[config.mk]
export PLATFORM = sky130hd
export DESIGN_NAME = seg7_scan_decoder
export DESIGN_NICKNAME = d
export VERILOG_FILES = /design/src/rtl/seg7_scan_decoder.sv
export SDC_FILE = /design/constraint.sdc
export NUM_CORES = 1
export LEC_CHECK = 0
export CAP_MARGIN = 40
export CORE_ASPECT_RATIO = 0.75
export CORE_MARGIN = 1
export CORE_UTILIZATION = 51
export CTS_CLUSTER_DIAMETER = 60
export DETAILED_ROUTE_END_ITERATION = 10
export PLACE_DENSITY = 0.76
export RECOVER_POWER = 50
export SYNTH_ARGS = -nofsm -noshare
export SYNTH_HDL_FRONTEND = slang
export SYNTH_SLANG_ARGS = --single-unit
[constraint.sdc]
create_clock -name clk -period 3.2 [get_ports clk]
set_input_delay 0.64 -clock clk [delete_from_list [all_inputs] [get_ports clk]]
set_output_delay 0.64 -clock clk [all_outputs]
set_load 0.1 [all_outputs]
[src/rtl/seg7_scan_decoder.sv]
// seg7_scan_decoder: samples a multiplexed 7-segment bus, filters each digit dwell,
// decodes patterns back to hex nibbles and assembles full frames.
module seg7_scan_decoder #(
    parameter int DIGITS        = 4,
    parameter int STABLE_CYCLES = 4
) (
    input  logic                  clk,
    input  logic                  rst_n,
    input  logic [6:0]            seg_in,
    input  logic [DIGITS-1:0]     an_in,
    output logic [4*DIGITS-1:0]   value_out,
    output logic [DIGITS-1:0]     digit_err,
    output logic                  frame_valid,
    output logic [7:0]            frame_cnt
);
    localparam logic [7:0] CNT_MAX = 8'(STABLE_CYCLES - 1);

    logic [DIGITS+6:0]   prev_q, prev_d;
    logic [7:0]          cnt_q, cnt_d;
    logic                captured_q, captured_d;
    logic [DIGITS-1:0]   seen_q, seen_d;
    logic [4*DIGITS-1:0] shadow_q, shadow_d;
    logic [DIGITS-1:0]   shadow_err_q, shadow_err_d;
    logic [4*DIGITS-1:0] value_q, value_d;
    logic [DIGITS-1:0]   err_q, err_d;
    logic                fv_q, fv_d;
    logic [7:0]          fcnt_q, fcnt_d;
    logic                same, capture, complete, dec_err;
    logic [3:0]          dec_nib;
    logic [DIGITS-1:0]   cap_mask, seen_all;

    function automatic logic [4:0] decode(input logic [6:0] s);
        case (s)
            7'h3F: decode = 5'h00;
            7'h06: decode = 5'h01;
            7'h5B: decode = 5'h02;
            7'h4F: decode = 5'h03;
            7'h66: decode = 5'h04;
            7'h6D: decode = 5'h05;
            7'h7D: decode = 5'h06;
            7'h07: decode = 5'h07;
            7'h7F: decode = 5'h08;
            7'h6F: decode = 5'h09;
            7'h77: decode = 5'h0A;
            7'h7C: decode = 5'h0B;
            7'h39: decode = 5'h0C;
            7'h5E: decode = 5'h0D;
            7'h79: decode = 5'h0E;
            7'h71: decode = 5'h0F;
            default: decode = 5'h10;
        endcase
    endfunction

    always_comb begin
        prev_d       = {an_in, seg_in};
        same         = prev_d == prev_q;
        cnt_d        = same ? ((cnt_q == CNT_MAX) ? cnt_q : cnt_q + 8'd1) : 8'd0;
        // cnt_d reaching CNT_MAX means STABLE_CYCLES identical edges including this one
        capture      = same && (cnt_d == CNT_MAX) && !captured_q && $onehot(~an_in);
        captured_d   = same && (captured_q || capture);
        cap_mask     = capture ? ~an_in : '0;
        {dec_err, dec_nib} = decode(seg_in);
        shadow_d     = shadow_q;
        shadow_err_d = shadow_err_q;
        for (int i = 0; i < DIGITS; i++) begin
            shadow_d[4*i+:4] = cap_mask[i] ? dec_nib : shadow_q[4*i+:4];
            shadow_err_d[i]  = cap_mask[i] ? dec_err : shadow_err_q[i];
        end
        seen_all     = seen_q | cap_mask;
        complete     = capture && (&seen_all);
        seen_d       = complete ? '0 : seen_all;
        value_d      = complete ? shadow_d : value_q;
        err_d        = complete ? shadow_err_d : err_q;
        fv_d         = complete;
        fcnt_d       = fcnt_q + {7'd0, complete};
    end

    always_ff @(posedge clk or negedge rst_n) begin
        if (!rst_n) begin
            prev_q       <= {{DIGITS{1'b1}}, 7'd0};
            cnt_q        <= '0;
            captured_q   <= 1'b0;
            seen_q       <= '0;
            shadow_q     <= '0;
            shadow_err_q <= '0;
            value_q      <= '0;
            err_q        <= '0;
            fv_q         <= 1'b0;
            fcnt_q       <= '0;
        end else begin
            prev_q       <= prev_d;
            cnt_q        <= cnt_d;
            captured_q   <= captured_d;
            seen_q       <= seen_d;
            shadow_q     <= shadow_d;
            shadow_err_q <= shadow_err_d;
            value_q      <= value_d;
            err_q        <= err_d;
            fv_q         <= fv_d;
            fcnt_q       <= fcnt_d;
        end
    end

    assign value_out   = value_q;
    assign digit_err   = err_q;
    assign frame_valid = fv_q;
    assign frame_cnt   = fcnt_q;
endmodule

[Yosys cells after proc, flatten, opt, wreduce, memory -nomap -nowiden]
Cells that the tools add are included.
Word-level totals
  flip-flop bits (word level): 73
  output and inout port bits: 29
  memory bits (read-only): 0
  latch bits: 0
  memory bits (writable): 0
  memories kept: 0
Operators by class
  $add $sub $neg: 5
  shifts and indexed selects: 0
  magnitude comparators: 0
  equal/unequal tests: 20
  bitwise operators: 2
  $mul: 0
  multiplexer cells: 13
  reduce and logical (&&, ||, !) cells: 8
  div/mod/pow operators: 0
Operator list (count)
  $eq 7x7->1 const B: 12
  $pmux 5 s16: 1
  $mux 4: 6
  $eq 8x2->1 const B: 2
  $mux 8: 2
  $eq 7x3->1 const B: 2
  $eq 7x6->1 const B: 2
  $eq 11x11->1: 1
  $add 8x1->8: 1
  $add 8x1->8 const B: 1
  $logic_and 1x1->1: 5
  $add 1x1->2: 2
  $mux 1: 4
  $not 4->4: 1
  $or 4x4->4: 1
  $reduce_and 4->1: 1
  $add 2x2->3: 1
  $eq 3x1->1 const B: 1
  $logic_not 1->1: 1
  $logic_or 1x1->1: 1

[Logic depth before layout (Yosys ltp)]
Gate-level depths: netlist of the first run.
  depth in word-level cells: 12
  gate-level depth with buffers: 17

[Worst setup path after synthesis of the first run]
No wires, ideal clock.
  kind: in2reg
  start: input an_in[0]
  end: register fcnt_q[6], in the netlist frame_cnt[6]
  arrival time: 3734 ps
  slack: -693 ps
  stages: 17
  data required time: 3042 ps
  library setup time: 158 ps
  path through: fa_1 inv_1 ha_1 ha_1 nor4b_1 nand3_1 or2_1 o31a_1 or2_1 buf_6 buf_6 inv_1 ha_1 ha_1 and3_1 nand3_1 xnor2_1
On the way
  longest elaborated chain between the ends: 11
Ends and longest elaborated chain
  start: declaration: line 10  | input logic [DIGITS-1:0] an_in,
  $eq 11x11->1: line 56  | same = prev_d == prev_q;
  $mux 8: line 57  | cnt_d = same ? ((cnt_q == CNT_MAX) ? cnt_q : cnt_q + 8'd1) : 8'd0;
  $eq 8x2->1: line 59  | capture = same && (cnt_d == CNT_MAX) && !captured_q && $onehot(~an_in);
  $logic_and 1x1->1 (3 in a row): line 59
  $mux 4: line 61  | cap_mask = capture ? ~an_in : '0;
  $or 4x4->4: line 69  | seen_all = seen_q | cap_mask;
  $reduce_and 4->1: line 70  | complete = capture && (&seen_all);
  $logic_and 1x1->1 (*): line 70
  via complete: line 28  | logic same, capture, complete, dec_err;
  $add 8x1->8 (*): line 75  | fcnt_d = fcnt_q + {7'd0, complete};
  via fcnt_d[6]: line 27  | logic [7:0] fcnt_q, fcnt_d;
  end signal: assignment: line 100  | fcnt_q <= fcnt_d;
  end: declaration: line 27
The timed path passes the listed nets; every way through them passes the cells marked *.
A chain may end at the register's enable or synchronous reset.

[Final worst setup path of the first run]
  start: input an_in[3]
  end: register fcnt_q[6], in the netlist frame_cnt[6]
The elaborated chain is that of the path after synthesis.

==> reports/summary.txt, run 1 <==
==========================================================================================
Detailed-route via count                                                              2645
Final number of hold-violating endpoints                                                 0
Max-slew violations                                                                     31
Portion of total power attributed to the clock network                               43.1%
Async set-or-reset flop fraction in the synthesized netlist                           100%
Setup repair after global routing missed its margin                                    yes
Die Width                                                                           100 um
Worst relative slew slack                                                           -11.1%
Part of the total power dissipated in sequential elements                            49.3%
Residual DRC                                                                             0
Cell with the most instances after synthesis                                       dfrtp_1
Area delta synth->final                                                              24.8%
Synthesized-area fraction occupied by and/or/nand/nor cells                          13.4%
Standby leakage power                                                              2.25 nW
Power Dens Cells                                                                412 mW/mm2
Net switching power                                                               0.428 mW
Share of the clock period used by the worst path                                     98.9%
Die Y                                                                              75.7 um
Max Freq                                                                           316 MHz
Fraction of synthesized cell area in xor and xnor cells                              5.94%
Number of synthesis warnings                                                             0
Largest net degree at the start of global routing                                       31
Number of register bits inferred by synthesis                                           73
Synth area leaders                                                            dfrtp_1 47%, mux2_2 9.5%, mux2_4 6.1%
TritonCTS clock tree                                                                 built
Max Cap Viol                                                                             1
Clock buffers created by TritonCTS                                                       9
Later-pin clock latency in the skew report                                         0.34 ns
CP Data Required Time                                                              3.43 ns
Dominant synthesized flop cell                                                     dfrtp_1
1st-pass router iterations                                                               4
Clock H-tree levels                                                                      3
Series of cell instances along the critical path                              buf_8 > fa_1 > inv_2 > ha_4 > ha_4 > nor4b_4 > nand3_1 > or2_1 > o31a_1 > or2_4 > inv_4 > ha_4 > ha_4 > and3_4 > nand3_2 > xnor2_1
Fraction of the core area covered by cells at the end of the flow                    66.7%
Clock edge transition at the registers on the reported setup and hold paths        0.07 ns
Adder-Cell Fraction of Synth Area                                                    2.24%
Most frequent cells after synthesis                                           69 x dfrtp_1, 31 x mux2_2, 17 x xor2_1
Final wirelength                                                                   8000 um
CTS Root Buffer Type                                                              clkbuf_8
Number of buffer cells added on primary ports                                           41
Largest stage delay on the critical path                                           0.54 ns
Reg-to-reg startpoint                                                             cnt_q[0]
Diodes inserted                                                                          0
Largest family of logic cells by synthesized area                             multiplexers
Register area share after synthesis                                                  49.7%
First element of the critical path                                                an_in[3]
Overall global routing resource usage                                                23.1%
Combinational group share of total power                                              7.7%
Num Clock Sinks                                                                         73
Top-level I/O count                                                                     42
Internal power consumption                                                         1.47 mW
CP Max Fanout                                                                            3
Fraction of final layout cells with drive strength greater than 1                    36.5%
Share of the synthesized area in the top cell type                                   46.8%
Number of flops mapped to enable cells by yosys                                          0
Floorplan row count                                                                     26
Via count of the first global-routing pass                                            2605
Crit path launch type                                                           input port
Detailed Place HPWL                                                                5510 um
Max clock buf depth                                                                      2
Status                                                                        finished, violations left
Clock skew after layout                                                         0.00482 ns
Final total power                                                                  1.90 mW
Worst hold path class                                                         flop to flop
Failing checks                                                                capacitance limit, slew limit
Net count after synthesis                                                              334
Cell at the slowest stage of the critical path                                        fa_1
Worst slew pin tran                                                                1.67 ns
Routability congestion estimate                                                      0.770
Minimum period implied by the final worst setup slack                              3.17 ns
Crit path capture type                                                                flop
Violation count after the first detailed-routing iteration                             127
Netlist area before placement                                                  0.00369 mm2
Data arrival time of the worst path                                                3.40 ns
Crit path top cell by count                                                           ha_4
Average cell area after synthesis                                                 11.7 um2
Die Footprint                                                                  0.00758 mm2
Total overflow reported by the global router                                             0
Complex-gate fraction of the synthesized area                                        7.87%
Proportion of total power due to net switching                                       22.6%
Yosys top cell by area                                                             dfrtp_1
Setup violation total in the final timing report                                         0
Mux cell area share after synthesis                                                  16.7%
Initial antenna violation count                                                          0
Nets                                                                                   407
DR WL/cell                                                                         16.3 um
Number of vias per cell                                                               5.40
Library cells used by synthesis                                                         51
Number of cells produced by synthesis                                                  315
Initial standard-cell utilization of the core                                        53.5%
Detail Route Antenna Nets                                                                0
Floorplan core area                                                            0.00690 mm2
Global-route wire length before repair                                            13200 um
Max rail drop VDD                                                                 0.260 mV
Origin of the worst min-delay path                                            frame_cnt[7]
Crit path kind                                                                input port to flop
==========================================================================================
placed cells by master, fill, tap and decap left out, types with 2 or more instances in the layout:
cell	netlist	routed
o21ai_0	14	14
o22a_1	2	2
a21boi_0	2	2
nand4b_1	4	4
dfstp_2	4	4
nor3_1	4	4
nand4_1	2	2
or3_1	2	2
buf_2	2	3
dlygate4sd3_1	0	2
dfrtp_1	69	69
o31a_1	2	2
inv_1	13	11
a21o_1	2	2
nand2_1	13	13
clkbuf_1	11	12
nand3b_1	4	4
clkdlybuf4s50_1	0	6
nor2_1	15	15
mux2_2	31	27
nand2b_1	4	4
nor3_2	5	5
bufinv_16	0	2
ha_4	0	4
nand3_1	13	12
o22ai_1	7	7
nor4_1	2	2
mux2i_1	4	4
xnor2_1	8	8
o31ai_1	3	3
clkbuf_8	0	11
a21oi_1	6	6
xor2_1	17	17
mux2_4	15	19
o21a_1	3	3
buf_4	2	56
and3_1	5	4
worst paths after layout:
path | end | slack [ns] | cells past startpoint
max in group asynchronous | shadow_q[9] | 0.86 | 2
hold reg to reg | frame_cnt[7] | 0.47 | 1
setup reg to reg | frame_cnt[6] | 0.22 | 12
min in group asynchronous | cnt_q[4] | 0.72 | 1
setup / recovery | frame_cnt[6] | 0.03 | 16
hold / removal | frame_cnt[7] | 0.47 | 1
kinds of logic after synthesis:
group,Yosys count
multiplexers,50
AO/OA/AOI/OAI,46
AND/OR/NAND/NOR,84
adder cells (fa/ha/maj),6
XOR/XNOR,25
buffers and inverters,31
flip-flops,73
stage by stage:
stage	cell area (um2)	cells	setup TNS, ns	hold WS [ns]	setup slack (ns)
after floorplan	3760	315	-1.58	0.344	-0.424
after global placement	4310	464	-25.58	0.467	-0.676
after detailed placement	4320	465	-27.97	0.468	-0.735
after CTS	4570	485	0	0.350	0.00996
after global routing	4600	490	-0.270	0.527	-0.0691
final	4600	490	0	0.469	0.0349
power by group through the flow:
stage | Sequential, mW | Combinational (mW) | Clock (mW)
floorplan | 0.952 | 0.0802 | 0
global placement | 0.952 | 0.146 | 0
detailed placement | 0.952 | 0.149 | 0
CTS | 0.934 | 0.149 | 0.829
global route | 0.934 | 0.163 | 0.868
finish | 0.934 | 0.145 | 0.817
area by class of cell:
cell class	count	area [um2]
Clock buffer	11	151
Clock inverter	4	76.3
Fill cell	556	2290
Inverter	13	51.3
Multi-Input combinational cell	211	1790
Sequential cell	73	1830
Tap cell	98	123
Timing Repair Buffer	80	576
layer usage:
metal  routed length, um  track usage (%)  up-vias
li1                    -                -     1257
met1                4000             32.4     1339
met2                3670             36.5       45
met3                 270             5.69        4
met4                  64             6.28        0
met5                   0                0        -
what timing repair did:
action,CTS,global route
resized for setup,13,10
hold buffers,0,0
endpoints found under the hold margin,0,0
buffers inserted,5,5
setup endpoints to repair,50,15
pin swaps,7,9
flip-flops by register name (all words and copies together), names as in the netlist:
name,cells
digit_err,4
shadow_q,16
frame_valid,1
captured_q,1
seen_q,4
cnt_q,8
value_out,16
shadow_err_q,4
prev_q,11
frame_cnt,8
worst max-delay path, delay by kind of cell:
family                     cells  cell delay, ns
adders and majority gates      5            1.18
and+or+nand+nor                6            1.08
buffers and inverters          3            0.22
AOI/OAI and AO/OA              1            0.13
xor gates and xnor gates       1            0.13
Note: power is estimated with default switching activity, not from simulation.
==> run 2: changes to the inputs <==
- CORE_UTILIZATION: 51 -> 56
- PLACE_DENSITY: 0.76 -> 0.8
- SLEW_MARGIN: unset -> 20
- clock period: 3.2 -> 3.4 ns (I/O delays scaled with it)
==> reports/summary.txt, run 2 (synthesis gave the netlist of run 1 again) <==
==========================================================================================
Crit path capture type                                                                flop
Max Freq                                                                           306 MHz
Max Cap Viol                                                                             1   unchanged
Total overflow reported by the global router                                             0   unchanged
Series of cell instances along the critical path                              clkbuf_2 > fa_1 > inv_2 > ha_4 > ha_4 > nor4b_4 > nand3_1 > or2_1 > o31a_1 > or2_4 > inv_4 > ha_4 > ha_4 > and3_4 > nand3_2 > xnor2_1
Origin of the worst min-delay path                                            frame_cnt[7]
Initial antenna violation count                                                          0   unchanged
Max-slew violations                                                                     32   +3.2%
Portion of total power attributed to the clock network                               42.5%   -0.6 points
Routability congestion estimate                                                      0.880   +14%
Final total power                                                                  1.75 mW   -7.5%
Clock skew after layout                                                         0.00693 ns   +0.00211 ns
Setup repair after global routing missed its margin                                     no
TritonCTS clock tree                                                                 built
Crit path setup slack, layout                                                     0.133 ns   +0.0985 ns
First element of the critical path                                                an_in[3]
Die Y                                                                              72.3 um   -4.4%
Cell at the slowest stage of the critical path                                        fa_1
Initial standard-cell utilization of the core                                        58.4%   +4.9 points
Worst r2r dst                                                                 frame_cnt[6]
CP Max Fanout                                                                            3   unchanged
Failing checks                                                                capacitance limit, slew limit
Cell count after placement                                                             447   -3.9%
Setup violation total in the final timing report                                         0   unchanged
Residual DRC                                                                             0   unchanged
Largest stage delay on the critical path                                           0.55 ns   about the same
Top-level I/O count                                                                     42   unchanged
Floorplan row count                                                                     25   -3.8%
CTS Root Buffer Type                                                              clkbuf_8
Reg-to-reg startpoint                                                             cnt_q[0]
Clock buffers created by TritonCTS                                                       9   unchanged
Power Dens Cells                                                                390 mW/mm2   -5.3%
Via count of the first global-routing pass                                            2514   -3.5%
Max clock buf depth                                                                      2   unchanged
Data arrival time of the worst path                                                3.50 ns   +0.10 ns
Crit path kind                                                                input port to flop
Depth of the most critical reg-to-reg path                                              12   unchanged
Crit path top cell by count                                                           ha_4
Commonest non-fill, non-tap cells in the layout                               69 x dfrtp_1, 40 x buf_4, 31 x mux2_2
Die Width                                                                          95.7 um   -4.5%
Number of buffer cells added on primary ports                                           41   unchanged
Largest net degree at the start of global routing                                       44   +42%
Status                                                                        finished, violations left
Nets                                                                                   399   -2.0%
Hold buffer count at CTS                                                                 0   unchanged
Number of vias per cell                                                               5.56   +3.0%
Hold slack final                                                                  0.483 ns   +0.0138 ns
Final number of hold-violating endpoints                                                 0   unchanged
Multi-input gate area                                                          0.00178 mm2   -0.56%
Detail Route Antenna Nets                                                                0   unchanged
Detailed Place HPWL                                                                5300 um   -3.8%
Crit path launch type                                                           input port
Worst slack at placement                                                         -0.579 ns   +0.156 ns
Area delta synth->final                                                              21.9%
Placed standard-cell area                                                      0.00432 mm2   about the same
Stages on the worst setup path                                                          16   unchanged
1st-pass router iterations                                                               4   unchanged
Internal power consumption                                                         1.34 mW   -8.7%
Die Footprint                                                                  0.00692 mm2   -8.7%
Part of the total power dissipated in sequential elements                            50.1%   +0.8 points
Cell class contributing the biggest share of worst-path delay                  adder cells
Max rail drop VDD                                                                 0.298 mV   +15%
CP Data Required Time                                                              3.64 ns   +0.21 ns
Num Clock Sinks                                                                         73   unchanged
DR WL/cell                                                                         16.2 um   -0.94%
Most common cell after layout, fill and taps aside                                 dfrtp_1
Minimum period implied by the final worst setup slack                              3.27 ns
Worst hold path class                                                         flop to flop
Diodes inserted                                                                          0   unchanged
Proportion of total power due to net switching                                       23.6%   +1.0 points
Share of the clock period used by the worst path                                     96.1%
Final Instance Area                                                            0.00450 mm2   -2.3%
Worst-case register-to-register setup slack                                        0.50 ns   +0.28 ns
Detailed-route via count                                                              2592   -2.0%
Termination of the worst setup path                                           frame_cnt[6]
FF/Latch Area                                                                  0.00183 mm2   unchanged
Fraction of final layout cells with drive strength greater than 1                    34.0%   -2.5 points
Floorplan core area                                                            0.00632 mm2   -8.4%
Net switching power                                                               0.415 mW   -3.2%
Violation count after the first detailed-routing iteration                             260   +100%
Final wirelength                                                                   7540 um   -5.8%
Standby leakage power                                                              2.19 nW   -2.6%
Worst slew pin tran                                                                1.60 ns   -0.0695 ns
Global-route wire length before repair                                            12600 um   -4.4%
Clock edge transition at the registers on the reported setup and hold paths        0.08 ns   about the same
Overall global routing resource usage                                                24.4%   +1.3 points
Number of fill cells in the layout                                                     480   -14%
Combinational group share of total power                                              7.4%   -0.3 points
Later-pin clock latency in the skew report                                         0.35 ns   about the same
Clock H-tree levels                                                                      3   unchanged
Worst relative slew slack                                                           -6.48%   +4.6 points
Count of placed standard cells in the final layout, fillers left out                   466   -4.9%
Sum of buffers and inverters on the critical path                                        3   unchanged
==========================================================================================
[run 2: worst min-delay path by stage]
stage	endpoint	slack [ns]	cells past startpoint
after detailed placement	seen_q[3]	0.48	1
after CTS	cnt_q[4]	0.39	1
after global placement	frame_cnt[7]	0.46	1
after global routing	seen_q[3]	0.51	1
final	frame_cnt[7]	0.48	1
after floorplan	captured_q	0.38	0
[run 2: final cells by class]
class	instances	area share [%]
Clock buffer	9	2.75
Multi-Input combinational cell	211	39.7
Sequential cell	73	40.7
Clock inverter	7	2.09
Timing Repair Buffer	72	11.4
Inverter	13	1.14
Tap cell	81	2.25
[run 2: power by group through the flow]
stage               clock (mW)  combinational [mW]  sequential, mW
floorplan                    0              0.0755           0.896
global placement             0               0.135           0.896
detailed placement           0               0.139           0.896
CTS                      0.758               0.139           0.879
global route             0.791               0.150           0.880
finish                   0.745               0.131           0.879
[run 2: repair_timing]
| item | 4_1_cts | 5_1_grt |
|---|---|---|
| setup endpoints to repair | 30 | 4 |
| setup buffers | 0 | 3 |
| gates cloned | 0 | 0 |
| gates resized for setup | 4 | 9 |
| pin swaps | 0 | 6 |
[run 2: metrics by stage]
step | util, % | setup TNS [ns]
2_1_floorplan | - | -0.709
3_3_place_gp | 67.8 | -17.30
3_5_place_dp | 68.4 | -19.43
4_1_cts | 71.8 | 0
5_1_grt | 71.2 | 0
6_report | 71.2 | 0
[run 2: per-layer routing]
metal | vias up | track usage, % | wire [um]
li1 | 1242 | - | -
met1 | 1271 | 35.6 | 3600
met2 | 69 | 36.2 | 3470
met3 | 10 | 7.23 | 382
met4 | 0 | 5.80 | 78
met5 | - | 0 | 0
==> run 3: changes to the inputs <==
- PLACE_DENSITY: 0.8 -> 0.86
==> reports/summary.txt, run 3 (synthesis gave the netlist of run 1 again) <==
==========================================================================================
Met1 routed wirelength after detailed routing                                      3730 um   +3.5%
Clock edge transition at the registers on the reported setup and hold paths        0.07 ns   about the same
Hold slack final                                                                  0.485 ns   +0.00167 ns
Setup repair after global routing missed its margin                                     no
Number of buffer cells added on primary ports                                           41   unchanged
Die Footprint                                                                  0.00692 mm2   unchanged
Share of the clock period used by the worst path                                     97.2%   +1.2 points
Number of vias per cell                                                               5.84   +5.0%
Via count of the first global-routing pass                                            2824   +12%
Violation count after the first detailed-routing iteration                             318   +22%
Cell at the slowest stage of the critical path                                        fa_1
Worst slack at placement                                                         -0.610 ns   -0.0316 ns
Worst hold path class                                                         flop to flop
Routed length on met2                                                              4190 um   +21%
Area delta synth->final                                                              24.1%
Total overflow reported by the global router                                             0   unchanged
Worst relative slew slack                                                           -10.4%   -4.0 points
Hold buffer count at CTS                                                                 0   unchanged
Max clock buf depth                                                                      2   unchanged
Clock H-tree levels                                                                      3   unchanged
Final number of hold-violating endpoints                                                 0   unchanged
Initial standard-cell utilization of the core                                        58.4%   unchanged
Failing checks                                                                capacitance limit, slew limit
Floorplan core area                                                            0.00632 mm2   unchanged
Fraction of final layout cells with drive strength greater than 1                    34.4%   +0.33 points
TritonCTS clock tree                                                                 built
DR WL/cell                                                                         18.1 um   +12%
Setup violation total in the final timing report                                         0   unchanged
Floorplan row count                                                                     25   unchanged
Die Y                                                                              72.3 um   unchanged
Clock buffers created by TritonCTS                                                       9   unchanged
Diodes inserted                                                                          0   unchanged
Series of cell instances along the critical path                              buf_6 > fa_1 > inv_1 > ha_2 > ha_4 > nor4b_4 > nand3_1 > or2_4 > o31a_1 > or2_4 > inv_4 > ha_4 > and4_4 > nand4_1 > xnor2_1
CP Data Required Time                                                              3.63 ns   about the same
Max Freq                                                                           302 MHz   -1.2%
Worst slew pin tran                                                                1.66 ns   +0.0595 ns
Max Cap Viol                                                                             1   unchanged
Initial antenna violation count                                                          0   unchanged
Die Width                                                                          95.7 um   unchanged
Detailed Place HPWL                                                                5700 um   +7.5%
Standby leakage power                                                              2.22 nW   +1.7%
Stages on the worst setup path                                                          15   -1
Num Clock Sinks                                                                         73   unchanged
Detailed-route via count                                                              2750   +6.1%
Crit path launch type                                                           input port
Final wirelength                                                                   8510 um   +13%
CTS Root Buffer Type                                                              clkbuf_8
Reg-to-reg startpoint                                                             cnt_q[0]
1st-pass router iterations                                                               6   +2
First element of the critical path                                                an_in[0]
Later-pin clock latency in the skew report                                         0.35 ns   about the same
Max rail drop VDD                                                                 0.267 mV   -10%
Largest net degree at the start of global routing                                       32   -27%
Crit path setup slack, layout                                                    0.0938 ns   -0.0395 ns
Residual DRC                                                                             0   unchanged
Depth of the most critical reg-to-reg path                                              11   -1
Highest metal layer with signal wires                                                 met4
Nets                                                                                   404   +1.3%
Minimum period implied by the final worst setup slack                              3.31 ns   +0.0395 ns
Routability congestion estimate                                                      0.877   -0.39%
Top-level I/O count                                                                     42   unchanged
Most common cell after layout, fill and taps aside                                 dfrtp_1
Met3 layer wire length in the routed design                                         449 um   +18%
Termination of the worst setup path                                           frame_cnt[7]
Max-slew violations                                                                     32   unchanged
Worst r2r dst                                                                 frame_cnt[7]
Sum of buffers and inverters on the critical path                                        3   unchanged
Crit path capture type                                                                flop
Power Dens Cells                                                                400 mW/mm2   +2.5%
Largest stage delay on the critical path                                           0.53 ns   -0.02 ns
Overall global routing resource usage                                                27.1%   +2.6 points
CP Max Fanout                                                                            3   unchanged
Detail Route Antenna Nets                                                                0   unchanged
Worst-case register-to-register setup slack                                        0.44 ns   -0.06 ns
Commonest non-fill, non-tap cells in the layout                               69 x dfrtp_1, 43 x buf_4, 31 x mux2_2
Clock skew after layout                                                         0.00624 ns   -0.000693 ns
Data arrival time of the worst path                                                3.54 ns   +0.04 ns
Global-route wire length before repair                                            13900 um   +10%
Cell class contributing the biggest share of worst-path delay                 simple AND/OR/NAND/NOR gates
Status                                                                        finished, violations left
Crit path kind                                                                input port to flop
==========================================================================================
==> run 3: changes by cell type in the layout (fill, tap and decap cells not counted), sizes merged <==
| cell | previous run | this run |
|---|---|---|
| clkinv | 2 | 1 |
| clkbuf | 28 | 26 |
| clkinvlp | 2 | 1 |
| buf | 43 | 50 |
| bufinv | 2 | 3 |
| dlygate4sd3 | 0 | 1 |
==> run 3: final cells by class <==
cell class	count	area (um2)
inverter	13	51.3
clock buffer	10	128
sequential	73	1830
clock inverter	6	115
timing repair buffer	77	564
fill	445	1740
tap	81	101
multi-input combinational	211	1790
==> run 3: routing by layer <==
layer	GRT usage, %	vias to the layer above
met1	34.6	1384
met2	44.0	102
li1	-	1252
met4	8.79	0
met5	0	-
met3	8.70	12
==> run 3: worst min-delay path by stage <==
stage / startpoint / cells past startpoint / end
after floorplan: rst_n / 0 / captured_q
after global placement: frame_cnt[7] / 1 / frame_cnt[7]
after detailed placement: frame_cnt[7] / 1 / frame_cnt[7]
after CTS: rst_n / 1 / value_out[12]
after global routing: frame_cnt[7] / 1 / frame_cnt[7]
final: frame_cnt[7] / 1 / frame_cnt[7]
==> run 3: through the flow <==
stage	power, mW	cells	util (%)	instance area (um2)	setup TNS, ns
2_1_floorplan	0.971	315	-	3760	-0.709
3_3_place_gp	1.03	446	67.9	4290	-16.66
3_5_place_dp	1.04	449	68.6	4340	-21.53
4_1_cts	1.85	469	72.9	4610	0
5_1_grt	1.90	471	72.5	4580	0
6_report	1.83	471	72.5	4580	0
==> run 3: timing repair <==
item	in CTS	in global routing
hold endpoints to repair	0	0
pin swaps	7	5
buffers inserted	4	1
endpoints found under the setup margin	46	25
gates resized for setup	13	6
==> run 3: where the power goes <==
part / switching, mW / internal, mW
Clock: 0.328 / 0.491
Combinational: 0.0807 / 0.0514
Sequential: 0.00294 / 0.876
Total: 0.412 / 1.42
